## src/rtl/mcif_write_pkg.sv

```systemverilog
// Shared definitions for the MCIF write path.
// Contents:
//   NUM_CLIENTS      number of DMA write clients; the client index is the AXI id
//   BDMA..RBK        client index constants
//   AXI_ID_W         AXI AW id width
//   cq_pd_t          completion-queue payload {len, require_ack}
//   rr_next          round-robin successor of a client index (wraps 4 -> 0)
//   rr_offset        client index 'k' places after 'base', modulo NUM_CLIENTS
package mcif_write_pkg;

   localparam int NUM_CLIENTS = 5;

   localparam logic [2:0] BDMA = 3'd0;
   localparam logic [2:0] SDP  = 3'd1;
   localparam logic [2:0] PDP  = 3'd2;
   localparam logic [2:0] CDP  = 3'd3;
   localparam logic [2:0] RBK  = 3'd4;

   localparam int AXI_ID_W = 8;

   typedef struct packed {
      logic [1:0] len;
      logic       require_ack;
   } cq_pd_t;

   function automatic logic [2:0] rr_next(input logic [2:0] idx);
      return (idx == RBK) ? BDMA : idx + 3'd1;
   endfunction

   // base is always a legal index (0..4) and k < 5, so one conditional
   // subtraction is enough to wrap.
   function automatic logic [2:0] rr_offset(input logic [2:0] base, input logic [2:0] k);
      logic [3:0] sum;
      sum = {1'b0, base} + {1'b0, k};
      if (sum >= 4'd5) sum = sum - 4'd5;
      return sum[2:0];
   endfunction

endpackage

```

## src/rtl/mcif_rr_arb5.sv

```systemverilog
// Five-way round-robin arbiter, purely combinational.
// Ports:
//   elig     per-client eligibility
//   ptr      highest-priority client this cycle (0..4)
//   gnt      one-hot grant (all zero when nothing is eligible)
//   gnt_vld  any grant this cycle
//   gnt_idx  index of the granted client (0 when gnt_vld=0)
module mcif_rr_arb5
   import mcif_write_pkg::*;
(
   input  logic [NUM_CLIENTS-1:0] elig,
   input  logic [2:0]             ptr,
   output logic [NUM_CLIENTS-1:0] gnt,
   output logic                   gnt_vld,
   output logic [2:0]             gnt_idx
);

   logic [2:0] cand;

   // Walk the clients starting at ptr; the first eligible one wins.
   always_comb begin
      gnt     = '0;
      gnt_vld = 1'b0;
      gnt_idx = '0;
      cand    = '0;
      for (int k = 0; k < NUM_CLIENTS; k++) begin
         cand = rr_offset(ptr, 3'(k));
         if (!gnt_vld && elig[cand]) begin
            gnt[cand] = 1'b1;
            gnt_vld   = 1'b1;
            gnt_idx   = cand;
         end
      end
   end

endmodule

```

## src/rtl/mcif_write_ig_cq_tracker.sv

```systemverilog
// MCIF write ingress: arbitrates five DMA write clients onto a single AXI AW
// register, pushes a {len, require_ack} entry into the granted client's
// completion queue, and tracks outstanding write beats with a credit pool
// that the egress side refills as write responses retire.
// Ports:
//   nvdla_core_clk / nvdla_core_rst   clock, async active-high reset
//   cmd{i}_vld/rdy/len/require_ack    client i write command (len = beats-1)
//   cq_wr{i}_pvld/prdy/pd             completion queue i push, pd={len,ack}
//   mcif2noc_axi_aw_*                 AXI AW channel (awid = client index)
//   eg2ig_axi_vld/len                 egress retired one write of len+1 beats
//   ig_os_idle                        no outstanding beats and AW register empty
//
// Handshakes: a command transfers in the cycle cmd{i}_rdy=1; rdy is only
// asserted when cmd{i}_vld=1 and the client wins arbitration, and the
// matching cq_wr{i}_pvld is asserted in the same cycle (only when
// cq_wr{i}_prdy=1, so the push always completes). AW follows AXI: the
// payload is held stable while awvalid=1 and awready=0 and the beat
// transfers on awvalid & awready.
module mcif_write_ig_cq_tracker #(
   parameter int NUM_CLIENTS = 5,
   parameter int OS_BEATS    = 32
) (
   input  logic       nvdla_core_clk,
   input  logic       nvdla_core_rst,
   input  logic       cmd0_vld,
   output logic       cmd0_rdy,
   input  logic [1:0] cmd0_len,
   input  logic       cmd0_require_ack,
   input  logic       cmd1_vld,
   output logic       cmd1_rdy,
   input  logic [1:0] cmd1_len,
   input  logic       cmd1_require_ack,
   input  logic       cmd2_vld,
   output logic       cmd2_rdy,
   input  logic [1:0] cmd2_len,
   input  logic       cmd2_require_ack,
   input  logic       cmd3_vld,
   output logic       cmd3_rdy,
   input  logic [1:0] cmd3_len,
   input  logic       cmd3_require_ack,
   input  logic       cmd4_vld,
   output logic       cmd4_rdy,
   input  logic [1:0] cmd4_len,
   input  logic       cmd4_require_ack,
   output logic       cq_wr0_pvld,
   input  logic       cq_wr0_prdy,
   output logic [2:0] cq_wr0_pd,
   output logic       cq_wr1_pvld,
   input  logic       cq_wr1_prdy,
   output logic [2:0] cq_wr1_pd,
   output logic       cq_wr2_pvld,
   input  logic       cq_wr2_prdy,
   output logic [2:0] cq_wr2_pd,
   output logic       cq_wr3_pvld,
   input  logic       cq_wr3_prdy,
   output logic [2:0] cq_wr3_pd,
   output logic       cq_wr4_pvld,
   input  logic       cq_wr4_prdy,
   output logic [2:0] cq_wr4_pd,
   output logic       mcif2noc_axi_aw_awvalid,
   input  logic       mcif2noc_axi_aw_awready,
   output logic [7:0] mcif2noc_axi_aw_awid,
   output logic [1:0] mcif2noc_axi_aw_awlen,
   input  logic       eg2ig_axi_vld,
   input  logic [1:0] eg2ig_axi_len,
   output logic       ig_os_idle
);

   import mcif_write_pkg::*;

   localparam int              CW        = $clog2(OS_BEATS + 1);
   localparam logic [CW-1:0]   CRED_FULL = CW'(OS_BEATS);
   localparam logic [CW:0]     CRED_MAX  = (CW+1)'(OS_BEATS);
   localparam logic [CW:0]     BEAT_ONE  = {{CW{1'b0}}, 1'b1};

   logic [NUM_CLIENTS-1:0] vld, prdy, ack, elig, gnt;
   logic [1:0]             len [NUM_CLIENTS];
   cq_pd_t                 pd  [NUM_CLIENTS];
   logic                   gnt_vld;
   logic [2:0]             gnt_idx;
   logic [2:0]             rr_ptr;
   logic [CW-1:0]          credits, credits_nxt;
   logic [CW:0]            ret_beats, take_beats, cred_sum;
   logic                   slot_free, overflow;

   assign vld  = {cmd4_vld, cmd3_vld, cmd2_vld, cmd1_vld, cmd0_vld};
   assign prdy = {cq_wr4_prdy, cq_wr3_prdy, cq_wr2_prdy, cq_wr1_prdy, cq_wr0_prdy};
   assign ack  = {cmd4_require_ack, cmd3_require_ack, cmd2_require_ack,
                  cmd1_require_ack, cmd0_require_ack};
   assign len[0] = cmd0_len;
   assign len[1] = cmd1_len;
   assign len[2] = cmd2_len;
   assign len[3] = cmd3_len;
   assign len[4] = cmd4_len;

   // The AW register can take a new command when empty or draining this cycle.
   assign slot_free = !mcif2noc_axi_aw_awvalid | mcif2noc_axi_aw_awready;

   // Credits are compared against the registered value only; a return in
   // this cycle becomes usable from the next cycle. Reset blocks every grant
   // so no rdy/pvld escapes while reset is held.
   always_comb begin
      elig = '0;
      for (int i = 0; i < NUM_CLIENTS; i++) begin
         elig[i] = !nvdla_core_rst & vld[i] & prdy[i] & slot_free &
                   ({1'b0, credits} >= ({{(CW-1){1'b0}}, len[i]} + BEAT_ONE));
      end
   end

   mcif_rr_arb5 u_arb (
      .elig    (elig),
      .ptr     (rr_ptr),
      .gnt     (gnt),
      .gnt_vld (gnt_vld),
      .gnt_idx (gnt_idx)
   );

   // Payload is forced to zero on lanes that are not pushing.
   always_comb begin
      for (int i = 0; i < NUM_CLIENTS; i++) begin
         pd[i].len         = gnt[i] ? len[i] : 2'b00;
         pd[i].require_ack = gnt[i] & ack[i];
      end
   end

   assign cmd0_rdy = gnt[0];
   assign cmd1_rdy = gnt[1];
   assign cmd2_rdy = gnt[2];
   assign cmd3_rdy = gnt[3];
   assign cmd4_rdy = gnt[4];
   assign cq_wr0_pvld = gnt[0];
   assign cq_wr1_pvld = gnt[1];
   assign cq_wr2_pvld = gnt[2];
   assign cq_wr3_pvld = gnt[3];
   assign cq_wr4_pvld = gnt[4];
   assign cq_wr0_pd = pd[0];
   assign cq_wr1_pd = pd[1];
   assign cq_wr2_pd = pd[2];
   assign cq_wr3_pd = pd[3];
   assign cq_wr4_pd = pd[4];

   // Net credit change: return and grant in the same cycle both apply.
   // A grant never exceeds the registered credits, so the sum cannot underflow.
   always_comb begin
      ret_beats   = eg2ig_axi_vld ? ({{(CW-1){1'b0}}, eg2ig_axi_len} + BEAT_ONE) : '0;
      take_beats  = gnt_vld ? ({{(CW-1){1'b0}}, len[gnt_idx]} + BEAT_ONE) : '0;
      cred_sum    = {1'b0, credits} + ret_beats - take_beats;
      overflow    = cred_sum > CRED_MAX;
      credits_nxt = overflow ? CRED_FULL : cred_sum[CW-1:0];
   end

   always_ff @(posedge nvdla_core_clk or posedge nvdla_core_rst) begin
      if (nvdla_core_rst) begin
         mcif2noc_axi_aw_awvalid <= 1'b0;
         mcif2noc_axi_aw_awid    <= '0;
         mcif2noc_axi_aw_awlen   <= '0;
         rr_ptr                  <= BDMA;
         credits                 <= CRED_FULL;
      end else begin
         if (gnt_vld) begin
            mcif2noc_axi_aw_awvalid <= 1'b1;
            mcif2noc_axi_aw_awid    <= {{(AXI_ID_W-3){1'b0}}, gnt_idx};
            mcif2noc_axi_aw_awlen   <= len[gnt_idx];
            rr_ptr                  <= rr_next(gnt_idx);
         end else if (mcif2noc_axi_aw_awready) begin
            mcif2noc_axi_aw_awvalid <= 1'b0;
         end
         credits <= credits_nxt;
      end
   end

   assign ig_os_idle = (credits == CRED_FULL) & !mcif2noc_axi_aw_awvalid;

   // Egress returning more beats than were issued is a protocol error.
   a_credit_no_overflow : assert property (
      @(posedge nvdla_core_clk) disable iff (nvdla_core_rst) !overflow
   ) else $error("credit return overflow");

endmodule

```

## config.mk

```make
export PLATFORM = sky130hd
export DESIGN_NAME = mcif_write_ig_cq_tracker
export DESIGN_NICKNAME = d
export VERILOG_FILES = /design/src/rtl/mcif_write_pkg.sv /design/src/rtl/mcif_rr_arb5.sv /design/src/rtl/mcif_write_ig_cq_tracker.sv
export SDC_FILE = /design/constraint.sdc
export NUM_CORES = 1
export LEC_CHECK = 0
export ABC_AREA = 0
export ABC_CLOCK_PERIOD_IN_PS = 7010
export BUFFER_PORTS_ARGS = -buffer_cell sky130_fd_sc_hd__buf_2
export CAP_MARGIN = 30
export CORE_MARGIN = 3
export CORE_UTILIZATION = 30
export CTS_BUF_LIST = sky130_fd_sc_hd__clkbuf_4 sky130_fd_sc_hd__clkbuf_8
export DETAILED_ROUTE_END_ITERATION = 10
export SYNTH_ARGS = -nofsm -noshare
export SYNTH_HDL_FRONTEND = slang
export SYNTH_HIERARCHICAL = 1
export SYNTH_SLANG_ARGS = --single-unit
```

## constraint.sdc

```tcl
create_clock -name nvdla_core_clk -period 7.01 [get_ports nvdla_core_clk]
set_input_delay 1.402 -clock nvdla_core_clk [delete_from_list [all_inputs] [get_ports nvdla_core_clk]]
set_output_delay 1.402 -clock nvdla_core_clk [all_outputs]
set_load 0.005 [all_outputs]
```

# After elaboration in Yosys (flattened, before gate mapping)
# Index checks and enable logic that the tools add are counted.
[classes]
addsub = 19
order_cmp = 22
n_eq_ne = 2
n_mux = 54
bitwise = 32
n_reduce_logical = 16
[ops]
columns = ["op", "n"]
rows = [
  ["3-bit two-way mux", 13],
  ["6-bit by 3-bit >= comparator with 1-bit output", 5],
  ["1-bit AND", 26],
  ["5-bit two-way mux", 5],
  ["2-bit by 1-bit adder with 3-bit output, second input constant", 7],
  ["3-bit by 4-bit less-than comparator with 1-bit output, second input constant", 5],
  ["5-bit bitwise OR", 4],
  ["1-bit two-way mux", 17],
  ["4-bit by 3-bit >= comparator with 1-bit output, second input constant", 4],
  ["1-bit binary-select mux with 3-bit select", 5],
  ["1-bit demux with 3-bit select", 5],
  ["3-bit by 1-bit >= comparator with 1-bit output, second input constant", 5],
  ["3-bit subtractor, second input constant", 5],
  ["2-bit two-way mux", 7],
  ["1-bit logical AND", 9],
  ["3-bit by 2-bit adder with 4-bit output, second input constant", 2],
  ["6-bit by 3-bit adder with 7-bit output", 1],
  ["7-bit by 6-bit greater-than comparator with 1-bit output, second input constant", 1],
  ["7-bit by 3-bit subtractor with 7-bit output", 1],
  ["2-bit binary-select mux with 3-bit select", 1],
  ["6-bit equality test, second input constant", 1],
  ["1-bit logical NOT", 6],
  ["6-bit two-way mux", 1],
  ["3-bit by 1-bit adder with 4-bit output, second input constant", 1],
  ["other kinds (8)", 8],
]
[word_totals]
ff_bits = 15
in_bits = 31
out_inout_bits = 37

# Longest topological paths before layout
[depth]
depth_word = 29
depth_mapped = 29
ltp_nobuf = 29

# By module
# The synthesis kept the hierarchy.
[modules_own_cells]
columns = ["module", "n_inst", "cells_per_inst", "area_each_um2", "seq_area_each_um2"]
rows = [
  ["mcif_write_ig_cq_tracker", 1, 207, 1803.0, 376.6],
  ["mcif_rr_arb5", 1, 183, 1327.5, 0.0],
]

# Worst setup path before layout
# No wires, ideal clock.
[synth_timing]
path_kind = "input -> register"
startpoint = "in cmd3_len[0]"
endpoint = "reg credits[3]"
setup_time_ns = 0.080
t_arrival_ns = 7.334
setup_slack_ns = -0.405
cell_stages = 28
path_cell_list = "ha_1 -> inv_1 -> ha_1 -> a21oi_1 -> nor2b_1 -> o31ai_1 -> a21oi_1 -> inv_1 -> o21ai_0 -> o311ai_0 -> a32oi_1 -> a211o_4 -> nor2b_4 -> and2b_4 -> mux2i_1 -> mux4_2 -> a21oi_1 -> inv_1 -> ha_1 -> and2_1 -> fa_1 -> inv_1 -> fa_1 -> a211oi_2 -> nor2_1 -> o311ai_4 -> nand2_4 -> nor3_2"
[synth_between]
elab_chain_len = 27
word_cells_on_any_way = 40
classes_between = "add/sub (3); order compare (2); mux (25); bitwise (2); reduce/logical (8)"
[synth_lines]
columns = ["element", "line_no", "source"]
rows = [
  ["start, declared", "mcif_write_ig_cq_tracker.sv:39", "input logic [1:0] cmd3_len,"],
  ["2-bit by 1-bit adder with 3-bit output *", "mcif_write_ig_cq_tracker.sv:106", "({1'b0, credits} >= ({{(CW-1){1'b0}}, len[i]} + BEAT_ONE));"],
  ["6-bit by 3-bit >= comparator with 1-bit output *", "mcif_write_ig_cq_tracker.sv:106", ""],
  ["1-bit AND *", "mcif_write_ig_cq_tracker.sv:105", "elig[i] = !nvdla_core_rst & vld[i] & prdy[i] & slot_free &"],
  ["named net elig[3]", "mcif_write_ig_cq_tracker.sv:76", "logic [NUM_CLIENTS-1:0] vld, prdy, ack, elig, gnt;"],
  ["1-bit binary-select mux with 3-bit select", "mcif_rr_arb5.sv:28", "if (!gnt_vld && elig[cand]) begin"],
  ["1-bit two-way mux (implied by the code)", "mcif_rr_arb5.sv:28", ""],
  ["1-bit two-way mux", "mcif_rr_arb5.sv:28", ""],
  ["1-bit logical NOT", "mcif_rr_arb5.sv:28", ""],
  ["[... 11 more ...]", "-", ""],
  ["named net gnt_idx[1]", "mcif_write_ig_cq_tracker.sv:80", "logic [2:0] gnt_idx;"],
  ["[... 1 more ...]", "-", ""],
  ["2-bit binary-select mux with 3-bit select *", "mcif_write_ig_cq_tracker.sv:146", "take_beats = gnt_vld ? ({{(CW-1){1'b0}}, len[gnt_idx]} + BEAT_ONE) : '0;"],
  ["2-bit two-way mux (implied by the code) * (2 in series)", "mcif_write_ig_cq_tracker.sv:146", ""],
  ["2-bit by 1-bit adder with 3-bit output *", "mcif_write_ig_cq_tracker.sv:146", ""],
  ["3-bit two-way mux *", "mcif_write_ig_cq_tracker.sv:146", ""],
  ["7-bit by 3-bit subtractor with 7-bit output *", "mcif_write_ig_cq_tracker.sv:147", "cred_sum = {1'b0, credits} + ret_beats - take_beats;"],
  ["7-bit by 6-bit greater-than comparator with 1-bit output", "mcif_write_ig_cq_tracker.sv:148", "overflow = cred_sum > CRED_MAX;"],
  ["6-bit two-way mux *", "mcif_write_ig_cq_tracker.sv:149", "credits_nxt = overflow ? CRED_FULL : cred_sum[CW-1:0];"],
  ["named net credits_nxt[3]", "mcif_write_ig_cq_tracker.sv:82", "logic [CW-1:0] credits, credits_nxt;"],
  ["end signal, assigned", "mcif_write_ig_cq_tracker.sv:168", "credits <= credits_nxt;"],
  ["end, declared", "mcif_write_ig_cq_tracker.sv:82", ""],
]
# The timed path passes the listed nets; every way through them passes the cells marked *. The select of a mux whose other input is x is not followed.
# A chain may end at the register's enable or synchronous reset.

# Worst setup path after layout
[layout_timing]
startpoint = "in cmd0_len[1]"
endpoint = "reg credits[3]"
[layout_between]
elab_chain_len = 27
word_cells_on_any_way = 40
classes_between = "add/sub (3); order compare (2); mux (25); bitwise (2); reduce/logical (8)"
[layout_lines]
columns = ["element", "line_no", "source"]
rows = [
  ["start, declared", "mcif_write_ig_cq_tracker.sv:27", "input logic [1:0] cmd0_len,"],
  ["2-bit by 1-bit adder with 3-bit output *", "mcif_write_ig_cq_tracker.sv:106", ""],
  ["6-bit by 3-bit >= comparator with 1-bit output *", "mcif_write_ig_cq_tracker.sv:106", ""],
  ["1-bit AND *", "mcif_write_ig_cq_tracker.sv:105", ""],
  ["named net elig[0]", "mcif_write_ig_cq_tracker.sv:76", ""],
  ["1-bit binary-select mux with 3-bit select", "mcif_rr_arb5.sv:28", ""],
  ["1-bit two-way mux (implied by the code)", "mcif_rr_arb5.sv:28", ""],
  ["1-bit two-way mux", "mcif_rr_arb5.sv:28", ""],
  ["1-bit logical NOT", "mcif_rr_arb5.sv:28", ""],
  ["[... 11 more ...]", "-", ""],
  ["named net gnt_idx[1]", "mcif_write_ig_cq_tracker.sv:80", ""],
  ["[... 1 more ...]", "-", ""],
  ["2-bit binary-select mux with 3-bit select *", "mcif_write_ig_cq_tracker.sv:146", ""],
  ["2-bit two-way mux (implied by the code) * (2 in series)", "mcif_write_ig_cq_tracker.sv:146", ""],
  ["2-bit by 1-bit adder with 3-bit output *", "mcif_write_ig_cq_tracker.sv:146", ""],
  ["3-bit two-way mux *", "mcif_write_ig_cq_tracker.sv:146", ""],
  ["7-bit by 3-bit subtractor with 7-bit output *", "mcif_write_ig_cq_tracker.sv:147", ""],
  ["7-bit by 6-bit greater-than comparator with 1-bit output", "mcif_write_ig_cq_tracker.sv:148", ""],
  ["6-bit two-way mux *", "mcif_write_ig_cq_tracker.sv:149", ""],
  ["named net credits_nxt[3]", "mcif_write_ig_cq_tracker.sv:82", ""],
]
# Marked as above.

==> impl_metrics.ini <==
[sta]
setup_violations = 0
final-hold-violation-count = 0
fin_worst_skew_ns = 0.00711
period_needed_ns = 7.00
slew_headroom_pct = 45.8
finalCritPeriodShare_pct = 99.9
fmax_mhz = 143
slew_viol_final = 0
worstMarginPinSlew_ns = 0.804
rsz0062_at_grt = true
holdWs_ns = 0.496

[worst_setup_path]
critPathMaxStageDelay_ns = 0.55
critPathLaunchType = input pin
critPathCaptureType = register
worst_path_most_repeated_cell = ha_4
worstSetupPathType = input pin to register
crit_fanout = 5
cpMaxStageDelayCell = mux4_2
worstPathArrival_ns = 7.17
worstPathRequired_ns = 7.17

[die]
initial_utilization_pct = 31.4
rows = 36
io_pins = 68
die_h_microns = 108
die_w_microns = 108
core_area_sq_um = 9950
fp.dieArea_sq_um = 11700

[clocking]
htree_num_levels = 1
cts_buffer_depth = 2
numCtsBuffers = 3
cts_tree = done
clkSinkCount = 15
clk_pin_slew_ns = 0.06
clkLatencyLatePin_ns = 0.25
root_buffer = clkbuf_8
hold_buffers = 0

[global_route]
antenna_found_initial = 0
grt_pass1_vias = 3267
grt_pass1_wl_microns = 16000
grt_max_degree = 31
grt_util_all_layers_pct = 16.5
overflow = 0

[run_status]
status = finished clean

[final_layout]
antennaDiodeCount = 0
nets = 584
drive_gt1_share_pct = 43.7
final_area_sq_um = 4450
syn2layout_area_growth_pct = 42.3

[synth]
yosysTopAreaCellShare_pct = 16.8
syn_avg_cell_area_sq_um = 8.03
synthArstFlopShare_pct = 100
synth_warnings = 6
yosys_most_used_dff = dfrtp_1
synth.area.top_cells = ha_1 17%, dfrtp_1 11%, inv_1 5.3%
synth_most_common_cell = inv_1
synthTopCellsByCount = 44 x inv_1, 42 x ha_1, 27 x nor2_1
yosysTopAreaCell = ha_1
ys_ff_latch = 15
synth-edff-count = 0
ys_types = 78
synth_cells = 390
synth_area_sq_um = 3130
ys_seq_area_share_pct = 12.0

[detailed_routing]
drt_iter0_markers = 216
wl_per_cell_microns = 15.6
via_per_inst = 5.21
ant_nets = 0
num_vias = 3328
drcViolationCount = 0
finalWirelength_microns = 9980
drt-pass1-iter-count = 4

[place]
io_buffers = 62
place_area_sq_um = 3890
gp_congestion = 0.882
hpwl_microns = 7740

[job]
max_cap_violations = 0

[worst_hold_path]
hold_class = register to register
[per-stage QoR]
step / setup WS (ns) / TNS (ns) / instances / util [%]
after detailed placement: -0.586 / -3.17 / 619 / 39.1
after global placement: -0.532 / -2.81 / 619 / 39.1
after CTS: 0.00431 / 0 / 632 / 41.9
after floorplan: 0.00784 / 0 / 394 / -
after global routing: -0.223 / -0.959 / 639 / 44.7
final: 0.00580 / 0 / 639 / 44.7
[layout by cell type (no fill, tap or decap), drive strengths merged, types with 4 or more instances in the layout]
cell,count
nand3,18
o31ai,7
a21oi,27
xnor2,4
mux2i,9
a21o,5
nand2b,13
nor2,27
o21ai,12
and2,20
nand2,17
mux2,7
fa,4
conb,5
buf,127
inv,44
nor2b,11
a211oi,11
dfrtp,14
ha,42
nor3,8
o211ai,4
and3,4
nand4,4
[registers in the layout (all words and copies together), names as in the netlist]
register	flops
mcif2noc_axi_aw_awvalid	1
rr_ptr	3
credits	6
mcif2noc_axi_aw_awid	3
mcif2noc_axi_aw_awlen	2
[cells by family (layout without fill, tap and decap cells)]
group / after synthesis / count (layout) / synth area share (%)
adder cells (fa/ha/maj): 46 / 46 / 19.3
other: 1 / 5 / 0.120
flip-flops: 15 / 15 / 12.0
XOR/XNOR: 4 / 4 / 1.12
buffers and inverters: 65 / 177 / 9.63
AO/OA/AOI/OAI: 97 / 97 / 23.7
multiplexers: 19 / 19 / 7.55
AND/OR/NAND/NOR: 143 / 143 / 26.5
[path summary, 6_finish.rpt]
kind | startpoint | cells after the start | endpoint | slack, ns
worst min register to register | mcif2noc_axi_aw_awlen[0] | 2 | mcif2noc_axi_aw_awlen[0] | 0.50
worst min-delay path | mcif2noc_axi_aw_awlen[0] | 2 | mcif2noc_axi_aw_awlen[0] | 0.50
min in group asynchronous | nvdla_core_rst | 2 | mcif2noc_axi_aw_awvalid | 1.21
max in group asynchronous | nvdla_core_rst | 2 | mcif2noc_axi_aw_awlen[0] | 5.41
worst max register to register | rr_ptr[1] | 24 | credits[3] | 0.53
worst max-delay path | cmd0_len[1] | 29 | credits[3] | 0.006
[critical path: cells and delay by family]
kind                     cells  cell delay [ns]
buffers and inverters        6             0.62
multiplexers                 2             0.78
AND/OR/NAND/NOR              7             1.32
adder cells (fa/ha/maj)      5             1.42
AO/OA/AOI/OAI                9             1.60
[area by class of cell]
cell class	count	area, sq um
multi-input cells	314	2840
clock inverters	1	5.00
fillers	970	5500
flip-flops and latches	15	377
inverters	46	173
repair buffers	127	850
well taps	133	166
clock buffers	3	41.3
[routing by layer]
layer | vias up | global-route usage, % | part of all wire (%)
li1 | 1629 | - | -
met1 | 1609 | 21.2 | 44
met2 | 84 | 30.6 | 52
met3 | 6 | 1.25 | 3.6
met4 | 0 | 2.98 | 0.96
met5 | - | 0 | 0
[repair_timing]
| action | CTS | global route |
|---|---|---|
| setup endpoints to repair | 6 | 6 |
| setup buffers | 10 | 8 |
| pin swaps | 28 | 39 |
| gates resized for setup | 30 | 42 |
Power is not shown: default switching activity piles up to over one toggle a cycle in this logic, so the estimate is an artifact.
